$ cat config.mk
export PLATFORM = sky130hd
export DESIGN_NAME = fsm_pattern_sequencer
export DESIGN_NICKNAME = d
export VERILOG_FILES = /design/src/rtl/fsm_seq_pkg.sv /design/src/rtl/fsm_seq_misr.sv /design/src/rtl/fsm_pattern_sequencer.sv
export SDC_FILE = /design/constraint.sdc
export NUM_CORES = 1
export LEC_CHECK = 0
export BUFFER_PORTS_ARGS = -buffer_cell sky130_fd_sc_hd__buf_2
export CAP_MARGIN = 15
export CORE_MARGIN = 3
export CORE_UTILIZATION = 30
export CTS_CLUSTER_SIZE = 24
export DETAILED_ROUTE_END_ITERATION = 8
export PLACE_DENSITY_LB_ADDON = 0.05
export SLEW_MARGIN = 5
export SYNTH_ARGS = -nofsm -noshare
export SYNTH_HDL_FRONTEND = slang
export SYNTH_SLANG_ARGS = --single-unit
$ cat constraint.sdc
create_clock -name clk -period 2.9 [get_ports clk]
set_input_delay 0.435 -clock clk [delete_from_list [all_inputs] [get_ports clk]]
set_output_delay 0.435 -clock clk [all_outputs]
set_load 0.01 [all_outputs]
$ cat src/rtl/fsm_seq_pkg.sv
// Shared definitions for the pattern sequencer: state encoding and MISR constants.
package fsm_seq_pkg;

  typedef enum logic [1:0] {
    IDLE  = 2'd0,
    RST   = 2'd1,
    DRIVE = 2'd2,
    DONE  = 2'd3
  } seq_state_t;

  // x^16 + x^12 + x^5 + 1 (x^16 term implicit)
  localparam logic [15:0] MISR_POLY = 16'h1021;
  localparam logic [15:0] MISR_SEED = 16'hFFFF;

endpackage

$ cat src/rtl/fsm_seq_misr.sv
// Response signature register for the pattern sequencer.
// Present only when FSM_SEQ_MISR_EN is defined; folds a whole response word
// into a 16-bit MISR in a single cycle whenever fold_en is high.
`ifdef FSM_SEQ_MISR_EN
module fsm_seq_misr
  import fsm_seq_pkg::*;
#(
  parameter int PAT_W = 16
) (
  input  logic             clk,
  input  logic             reset,
  input  logic             fold_en,
  input  logic [PAT_W-1:0] data,
  output logic [15:0]      sig
);

  logic [15:0] folded;

  // Fold the word LSB first, one shift per data bit.
  always_comb begin
    folded = sig;
    for (int unsigned i = 0; i < PAT_W; i++) begin
      if (folded[15] ^ data[i]) begin
        folded = {folded[14:0], 1'b0} ^ MISR_POLY;
      end else begin
        folded = {folded[14:0], 1'b0};
      end
    end
  end

  // Signature accumulates across runs; only reset restores the seed.
  always_ff @(posedge clk or posedge reset) begin
    if (reset) begin
      sig <= MISR_SEED;
    end else if (fold_en) begin
      sig <= folded;
    end
  end

endmodule
`endif

$ cat src/rtl/fsm_pattern_sequencer.sv
// Sequencer for a serial 1-in/1-out Mealy FSM resource: per request it pulses
// the resource reset, shifts a pattern in LSB first and captures the responses.
// Optional feature macro: FSM_SEQ_MISR_EN adds misr_sig and the fsm_seq_misr instance.
module fsm_pattern_sequencer
  import fsm_seq_pkg::*;
#(
  parameter int PAT_W    = 16,
  parameter int CNT_W    = 5,
  parameter int HOLD_CYC = 2
) (
  input  logic             clk,
  input  logic             reset,
  input  logic             start,
  input  logic [PAT_W-1:0] pat_data,
  input  logic [CNT_W-1:0] pat_len,
  output logic             dut_rst,
  output logic             dut_in,
  input  logic             dut_out,
  output logic             busy,
  output logic             done,
  output logic [PAT_W-1:0] resp_data,
  output logic [CNT_W-1:0] ones_cnt
`ifdef FSM_SEQ_MISR_EN
  ,
  output logic [15:0]      misr_sig
`endif
);

  localparam int HOLD_W = (HOLD_CYC > 1) ? $clog2(HOLD_CYC) : 1;

  seq_state_t       state;
  logic [PAT_W-1:0] shreg;
  logic [CNT_W-1:0] len_q;
  logic [CNT_W-1:0] bit_idx;
  logic [HOLD_W-1:0] hold_cnt;
  logic [CNT_W-1:0] len_clamped;

  assign len_clamped = (pat_len > CNT_W'(PAT_W)) ? CNT_W'(PAT_W) : pat_len;

  // Sequencer FSM with registered resource controls, shift register and capture.
  always_ff @(posedge clk or posedge reset) begin
    if (reset) begin
      state     <= IDLE;
      dut_rst   <= 1'b1;
      dut_in    <= 1'b0;
      busy      <= 1'b0;
      done      <= 1'b0;
      resp_data <= '0;
      ones_cnt  <= '0;
      shreg     <= '0;
      len_q     <= '0;
      bit_idx   <= '0;
      hold_cnt  <= '0;
    end else begin
      done <= 1'b0;
      case (state)
        IDLE: begin
          dut_rst <= 1'b0;
          dut_in  <= 1'b0;
          if (start) begin
            shreg     <= pat_data;
            len_q     <= len_clamped;
            resp_data <= '0;
            ones_cnt  <= '0;
            bit_idx   <= '0;
            hold_cnt  <= HOLD_W'(HOLD_CYC - 1);
            dut_rst   <= 1'b1;
            busy      <= 1'b1;
            state     <= RST;
          end
        end
        RST: begin
          if (hold_cnt == '0) begin
            dut_rst <= 1'b0;
            if (len_q == '0) begin
              busy  <= 1'b0;
              done  <= 1'b1;
              state <= DONE;
            end else begin
              dut_in <= shreg[0];
              shreg  <= shreg >> 1;
              state  <= DRIVE;
            end
          end else begin
            hold_cnt <= hold_cnt - HOLD_W'(1);
          end
        end
        DRIVE: begin
          resp_data <= resp_data | (PAT_W'(dut_out) << bit_idx);
          ones_cnt  <= ones_cnt + CNT_W'(dut_out);
          bit_idx   <= bit_idx + CNT_W'(1);
          if (bit_idx == len_q - CNT_W'(1)) begin
            dut_in <= 1'b0;
            busy   <= 1'b0;
            done   <= 1'b1;
            state  <= DONE;
          end else begin
            dut_in <= shreg[0];
            shreg  <= shreg >> 1;
          end
        end
        DONE: begin
          state <= IDLE;
        end
      endcase
    end
  end

`ifdef FSM_SEQ_MISR_EN
  fsm_seq_misr #(
    .PAT_W(PAT_W)
  ) u_misr (
    .clk    (clk),
    .reset  (reset),
    .fold_en(done),
    .data   (resp_data),
    .sig    (misr_sig)
  );
`endif

endmodule

==> flow_summary.toml <==
[clock_tree]
cts_root_buf = "clkbuf_8"
cts_max_level = 2
hold_buffers = 0
post_cts.repair.setup_buffers = 0
cts.sinks = 54
clkLatencyLatePin_ns = 0.31
clk_pin_slew_ns = 0.12
cts_buffers = 5
cts_tree = "built"
cts-resized-gates = 0
cts_buffer_depth = 2

[yosys]
avgSynthCellArea_um2 = 11.39
post_synth_inst_count = 238
ys_seq_elements = 54
synth_top_area_cell = "dfrtp_1"
async_flop_share_pct = 100.0
synth_common_cells = "dfrtp_1 (53), nor2_1 (29), mux2_2 (25)"
synth_flop_cell = "dfrtp_1"
synth_top_area_share_pct = 48.94
synth_area_leaders = "dfrtp_1 (49%), mux2_2 (10%), mux2_4 (5.5%)"
syn_area_um2 = 2710
synth_edf_count = 0
syn-num-nets = 271
ys_seq_area_share_pct = 49.91
yosysMostFrequentCell = "dfrtp_1"
ys_types = 36
yosys_warnings = 0

[global_route]
grtUsageTotal_pct = 11.87
grt_antenna_before_repair = 0
grt_pass1_vias = 1922
grt_pass1_wl_um = 9646
grt_overflow = 0
grt_start_max_net_pins = 27

[drt]
drt-initial-drc-count = 52
drt-total-wl_um = 5784
vias = 1893
drc = 0
post_drt_wl_per_cell_um = 14.42
viasPerCell = 4.721
dr.pass1.iters = 4
ant_nets = 0

[finish]
antennaDiodeCount = 0
multiInputGateArea_um2 = 1274
fillCellCount = 909
syn_to_final_growth_pct = 17.31
nNetsFinal = 325
regArea_um2 = 1353
drive_gt1_share_pct = 35.84

[sta]
relSlewSlack_pct = 63.25
finalHoldViolCount = 0
clock.fmax_mhz = 424.3
skew_ns = 0.01679
whs_ns = 0.1502
period_needed_ns = 2.357
fin_setup_tns_ns = 0
tightest_slew_ns = 0.5470
rsz0062_at_grt = "no"
min_period_over_period_pct = 81.28
setup_viol = 0
drv_slew = 0

[floorplan]
die_area_um2 = 10210
placementRows = 34
fp.dieW_um = 101.0
core_um2 = 8763
start_util_pct = 30.93
io_pins = 50
die_h_um = 101.0

[place]
numPortBuffers = 49
hpwl_um = 4210
gp_congestion = 0.7237

[run]
drv_cap = 0

[power]
powerDensity_nw_per_um2 = 1174
power.leakage_nw = 1.558
peakVddDrop_v = 0.0004640

[critical_path]
end_kind = "flip-flop"
critPathKind = "reg -> reg"
critPathLaunchType = "flip-flop"
cp_data_required_time_ns = 3.10
cp_max_fo = 16
arrival_ns = 2.55

[run_status]
status = "completed"

[worst_hold_path]
holdCritPathClass = "in -> async"
where the power goes:
group	internal, mW	switching [mW]	leakage, nW	total (mW)
sequential	1.06	0.255	0.692	1.32
combinational	1.05	0.923	0.821	1.97
clock	0.175	0.270	0.0447	0.445
total	2.28	1.45	1.56	3.73
cell type report:
class,count,share of cell area [%]
clock buffer,5,2.165
clock inverter,3,0.7871
inverter,9,1.063
multi-input combinational,167,40.06
sequential,54,42.54
tap,108,4.250
timing repair buffer,55,9.130
registers in the layout, indices dropped and copies added, names as in the netlist:
signal,cells
bit_idx,5
busy,1
done,1
dut_in,1
dut_rst,1
hold_cnt,1
len_q,5
ones_cnt,5
resp_data,16
shreg,16
state,2
critical path, cell delays in order, from the launching register on:
cell	delay (ns)
dfrtp_1	0.43
inv_1	0.07
ha_1	0.25
nand4bb_1	0.14
a211oi_2	0.30
o311ai_4	0.20
o211ai_4	0.19
buf_4	0.29
mux2_2	0.36
cells by family (layout without fill, tap and decap cells):
logic type | after synthesis | in the layout | share of synthesized area [%]
adder cells (fa/ha/maj) | 8 | 8 | 3.694
AO/OA/AOI/OAI | 40 | 40 | 10.16
XOR/XNOR | 12 | 12 | 3.878
AND/OR/NAND/NOR | 69 | 69 | 12.23
buffers and inverters | 17 | 72 | 3.093
multiplexers | 38 | 38 | 17.04
flip-flops | 54 | 54 | 49.91
metrics by stage:
stage	utilization [%]	setup WS [ns]	cell area, um2	instances	total power, mW
2_1_floorplan	-	0.7301	2710	238	2.908
3_3_place_gp	35.21	0.5768	3085	393	3.331
3_5_place_dp	35.21	0.5419	3085	393	3.336
4_1_cts	36.28	0.5235	3179	401	3.800
5_1_grt	36.28	0.3806	3179	401	4.048
6_report	36.28	0.5429	3179	401	3.732
final timing paths:
check / startpoint / end / slack (ns) / cells past startpoint
setup / recovery: len_q[0] / shreg[2] / 0.54 / 8
hold reg to reg: resp_data[4] / resp_data[4] / 0.50 / 2
setup reg to reg: len_q[0] / shreg[2] / 0.54 / 8
max in group asynchronous: reset / dut_rst / 2.04 / 3
hold / removal: reset / shreg[5] / 0.15 / 2
min in group clk: pat_len[3] / len_q[3] / 0.37 / 3
cell usage in the layout (no fill, tap or decap), drive strengths merged, types with 2 or more instances in the layout:
cell    count
o21ai      10
nor2b       3
nand2b      5
buf        55
and2        2
xnor2       4
nand2      13
inv        10
mux2i       3
a21oi      19
nor3        5
ha          8
nand4       3
nand3b      2
clkbuf      5
dfrtp      53
a22o        3
nor2       29
mux2       35
nand3       3
xor2        8
layer usage:
metal,up-vias,wire length (um),GRT usage [%]
li1,932,-,-
met1,922,2830,16.55
met2,35,2699,18.76
met3,4,206,2.422
met4,0,47,3.067
met5,-,0,0
(Power assumes the default switching activity.)
